==> src/rtl/avalon_bus_arbiter.sv <==
// Two-port Avalon-MM arbiter: m0 (ifetch) and m1 (load/store) share one
// downstream master port with a registered round-robin grant.
//
// Ports:
//   clk, reset          clock, synchronous active-high reset
//   m{0,1}_address      requester byte address (32)
//   m{0,1}_read/write   requester strobes (write wins if both are set)
//   m{0,1}_writedata    requester write data (32)
//   m{0,1}_byteenable   requester byte lanes (4)
//   m{0,1}_waitrequest  stall back to each requester
//   m{0,1}_readdata     downstream readdata, passed through
//   address/read/write/writedata/byteenable  downstream request
//   waitrequest/readdata                     downstream response
//   grant               one-hot owner (01 = m0, 10 = m1, 00 = idle)
module avalon_bus_arbiter (
  input  logic        clk,
  input  logic        reset,
  input  logic [31:0] m0_address,
  input  logic        m0_read,
  input  logic        m0_write,
  input  logic [31:0] m0_writedata,
  input  logic [3:0]  m0_byteenable,
  output logic        m0_waitrequest,
  output logic [31:0] m0_readdata,
  input  logic [31:0] m1_address,
  input  logic        m1_read,
  input  logic        m1_write,
  input  logic [31:0] m1_writedata,
  input  logic [3:0]  m1_byteenable,
  output logic        m1_waitrequest,
  output logic [31:0] m1_readdata,
  output logic [31:0] address,
  output logic        read,
  output logic        write,
  output logic [31:0] writedata,
  output logic [3:0]  byteenable,
  input  logic        waitrequest,
  input  logic [31:0] readdata,
  output logic [1:0]  grant
);

  typedef enum logic [1:0] {
    IDLE = 2'd0,
    GNT0 = 2'd1,
    GNT1 = 2'd2
  } state_t;

  state_t state;
  logic   last;
  logic   req0;
  logic   req1;

  assign req0 = m0_read | m0_write;
  assign req1 = m1_read | m1_write;

  assign grant = {state == GNT1, state == GNT0};

  assign m0_readdata = readdata;
  assign m1_readdata = readdata;

  always_ff @(posedge clk) begin
    if (reset) begin
      state <= IDLE;
      last  <= 1'b1;
    end else begin
      unique case (state)
        GNT0: begin
          if (req0 && !waitrequest) begin
            last  <= 1'b0;
            state <= req1 ? GNT1 : IDLE;
          end else if (!req0) begin
            state <= IDLE;
          end
        end
        GNT1: begin
          if (req1 && !waitrequest) begin
            last  <= 1'b1;
            state <= req0 ? GNT0 : IDLE;
          end else if (!req1) begin
            state <= IDLE;
          end
        end
        default: begin
          // On a tie the port that was not served last wins.
          if (req0 && req1)
            state <= last ? GNT0 : GNT1;
          else if (req0)
            state <= GNT0;
          else if (req1)
            state <= GNT1;
          else
            state <= IDLE;
        end
      endcase
    end
  end

  always_comb begin
    address        = '0;
    read           = 1'b0;
    write          = 1'b0;
    writedata      = '0;
    byteenable     = '0;
    m0_waitrequest = 1'b1;
    m1_waitrequest = 1'b1;
    unique case (1'b1)
      state == GNT0: begin
        address        = m0_address;
        read           = m0_read & ~m0_write;
        write          = m0_write;
        writedata      = m0_writedata;
        byteenable     = m0_byteenable;
        m0_waitrequest = waitrequest;
      end
      state == GNT1: begin
        address        = m1_address;
        read           = m1_read & ~m1_write;
        write          = m1_write;
        writedata      = m1_writedata;
        byteenable     = m1_byteenable;
        m1_waitrequest = waitrequest;
      end
      default: begin
      end
    endcase
  end

endmodule
==> config.mk <==
export PLATFORM = sky130hd
export DESIGN_NAME = avalon_bus_arbiter
export DESIGN_NICKNAME = d
export VERILOG_FILES = /design/src/rtl/avalon_bus_arbiter.sv
export SDC_FILE = /design/constraint.sdc
export NUM_CORES = 1
export LEC_CHECK = 0
export CAP_MARGIN = 20
export CORE_AREA = 2 2 120 122
export CTS_BUF_LIST = sky130_fd_sc_hd__clkbuf_4
export DETAILED_ROUTE_END_ITERATION = 7
export DIE_AREA = 0 0 122 124
export PLACE_DENSITY = 0.64
export SLEW_MARGIN = 40
export SYNTH_ARGS = -nofsm -noshare
export SYNTH_HDL_FRONTEND = slang
export SYNTH_SLANG_ARGS = --single-unit
==> constraint.sdc <==
create_clock -name clk -period 3.6 [get_ports clk]
set_input_delay 0.9 -clock clk [delete_from_list [all_inputs] [get_ports clk]]
set_output_delay 0.9 -clock clk [all_outputs]
set_load 0.05 [all_outputs]
==> flow_summary_export.csv <==
group,metric,value,unit
place,hpwl,6800,um
yosys,synthTopCellsByCount,"68 x a22o_1, 64 x buf_4, 9 x buf_2",
yosys,synth-seq-area-share,4.02,%
critical_path,cp.arrival,2.14,ns
grt,grt_pass1_wl,11300,um
timing,fmax,329,MHz
critical_path,cp-end-kind,"output port",
finish,final_area,3720,um^2
routing,post_drt_via_cell_ratio,3.98,
clock_network,cts_buffer_depth,2,
worst_hold_path,hp-class,"flip-flop to flip-flop",
clock_network,clock_sinks,3,
floorplanning,dieArea,15100,um^2
timing,fin_setup_tns,0,ns
place,io_buffers,216,
timing,rsz0062_at_grt,"no",
pwr,p_sw_share,56.1,%
timing,timing.final.crit_share,84.6,%
critical_path,critPathMaxStageDelay,0.46,ns
finish,fillers,1445,
routing,num_vias,2044,
finish,area_growth,149,%
timing,finalCriticalPeriod,3.04,ns
timing,finalMaxSlewViolations,0,
critical_path,cp_max_fo,68,
routing,drt_pre_antenna_iters,5,
finish,final_util,27.2,%
clock_network,cts_made_buffers,3,
place,gp_congestion,0.789,
floorplanning,die_h,124,um
yosys,synth_area_leader_cell,"a22o_1",
timing,slew_headroom,66.0,%
pwr,power.leakage,1.47,nW
pwr,power.total,2.38,mW
clock_network,cts-hold-fix-buffers,0,
pwr,switching_power,1.33,mW
clock_network,cts_setup_buffers,0,
pwr,power_density,639,nW/um^2
routing,routed_wl,8150,um
routing,postRouteAntennaNets,0,
yosys,ys_top_cells_by_area,"a22o_1 40%, buf_4 32%, dfxtp_1 4.0%",
pwr,pwr-share-seq,2.6,%
timing,setup_violations,0,
critical_path,path_class,"flip-flop to output port",
floorplanning,fp.dieW,122,um
timing,worst_slew_pin_slew,0.508,ns
critical_path,worstPathCellList,"inv_1 > ha_1 > nor2_4 > buf_12 > a22o_1 > buf_12",
critical_path,slowest_stage,"ha_1",
timing,fin_skew,0.00103,ns
yosys,synth_edf_count,0,
grt,antenna_found_initial,0,
yosys,ys_seq_elements,3,
yosys,synthCells,191,
finish,nets,513,
critical_path,cpMostUsedCell,"buf_12",
clock_network,cts.repair.resized,0,
floorplanning,pin_count,313,
critical_path,startpoint_type,"flip-flop",
yosys,synth-main-ff-cell,"dfxtp_1",
outcome,outcome,"finished, final reports clean",
floorplanning,rows,43,
finish,antennaDiodeCount,0,
grt,grt_max_degree,69,
pwr,p_clk_share,2.9,%
routing,dr.first_iter.drc_count,49,
routing,drc,0,
floorplanning,initial_core_util,10.9,%
routing,avgRoutedWirePerCell,15.9,um
clock_network,cts-root-buf,"clkbuf_4",
clock_network,clkTransAtPathRegs,0.04,ns
yosys,synthArstFlopShare,0,%
place,dpl-instance-area,3690,um^2
place,pre_cts_ws,0.646,ns
yosys,synth_nets,370,
timing,finalHoldViolCount,0,
clock_network,cts_tree,"yes",
critical_path,cp.required,2.70,ns
timing,fin_ws,0.556,ns
pwr,combPwrFrac,94.5,%
run,drv_cap,0,
pwr,p_int,1.04,mW
pwr,worst_ir_drop_vdd,0.301,mV
yosys,synthDistinctLibCells,27,
finish,drive_gt1_share,25.5,%
yosys,yosysMostFrequentCell,"a22o_1",
clock_network,h-tree-depth,1,
grt,grt_pass1_vias,2171,
floorplanning,core,13700,um^2
yosys,yosys_warnings,0,
yosys,synth_top_area_share,39.9,%
clock_network,clk_latency,0.24,ns
yosys,syn_area,1490,um^2
grt,grt_overflow,0,
yosys,syn_avg_cell_area,7.82,um^2
grt,grtUsageTotal,9.66,%
cell families (layout without fill, tap and decap cells):
logic type	after synthesis	count (layout)	synth area share, %
flops	3	3	4.02
simple gates	15	15	5.28
compound gates	84	84	48.7
fa+ha+maj	4	4	3.35
buf+inv	85	227	38.7
power by group through the flow:
stage               Sequential (mW)  Combinational, mW  Clock, mW
CTS                          0.0619               2.26     0.0715
detailed placement           0.0621               2.26          0
floorplan                    0.0582               1.45          0
global placement             0.0601               2.24          0
global route                 0.0632               2.34     0.0758
finish                       0.0617               2.25     0.0695
cells in the final DEF, fill, tap and decap left out:
cell | synthesis | routed
o211ai_1 | 1 | 1
nor2b_4 | 0 | 1
nand2_1 | 4 | 4
a21oi_1 | 2 | 2
o21a_1 | 1 | 1
buf_4 | 64 | 32
o32ai_2 | 1 | 1
dfxtp_1 | 3 | 3
ha_1 | 4 | 4
clkbuf_4 | 0 | 4
a22o_1 | 68 | 68
nand2b_1 | 2 | 2
a31oi_1 | 1 | 1
or3b_2 | 1 | 1
nor2_4 | 0 | 1
clkdlybuf4s50_1 | 0 | 144
a22oi_1 | 1 | 1
buf_12 | 0 | 42
o22a_1 | 1 | 1
inv_1 | 5 | 5
or3_4 | 1 | 1
o21ba_2 | 2 | 2
nor2_1 | 5 | 5
o21ai_0 | 2 | 2
o32ai_1 | 2 | 2
o211a_1 | 2 | 2
path summary, 6_finish.rpt:
path | from | endpoint | slack (ns) | cells after the start
max | state[0] | address[8] | 0.56 | 6
min | state[1] | state[1] | 0.53 | 2
min reg2reg | state[1] | state[1] | 0.53 | 2
max reg2reg | state[0] | state[0] | 1.88 | 5
sequential cells by signal, indices dropped and copies added, names as in the netlist:
register  count
state         2
last          1
worst max-delay path: cells and delay by family (launching register included):
kind	cells	cell delay, ns
buf+inv	3	0.52
flops	1	0.38
fa+ha+maj	1	0.46
compound gates	1	0.30
simple gates	1	0.18
layer usage:
metal  routed length [um]  vias to the layer above  share of wire (%)  track usage, %
li1                     -                      938                  -               -
met1                 2640                      915                 32            8.94
met2                 4310                      175                 53            19.4
met3                 1080                       16                 13            4.12
met4                  127                        0                1.6            2.08
met5                    0                        -                  0               0
area by class of cell:
| class | count | area (um^2) | area share [%] |
|---|---|---|---|
| tap | 180 | 225 | 6.05 |
| sequential | 3 | 60.1 | 1.61 |
| timing repair buffer | 218 | 2520 | 67.7 |
| inverter | 5 | 18.8 | 0.504 |
| multi-input combinational | 103 | 868 | 23.3 |
| clock buffer | 4 | 30.0 | 0.806 |
stage by stage:
step,hold slack [ns],std cells
2_1_floorplan,0.482,191
3_3_place_gp,0.502,509
3_5_place_dp,0.523,509
4_1_cts,0.529,513
5_1_grt,0.546,513
6_report,0.533,513
Note: power is estimated with default switching activity, not from simulation.
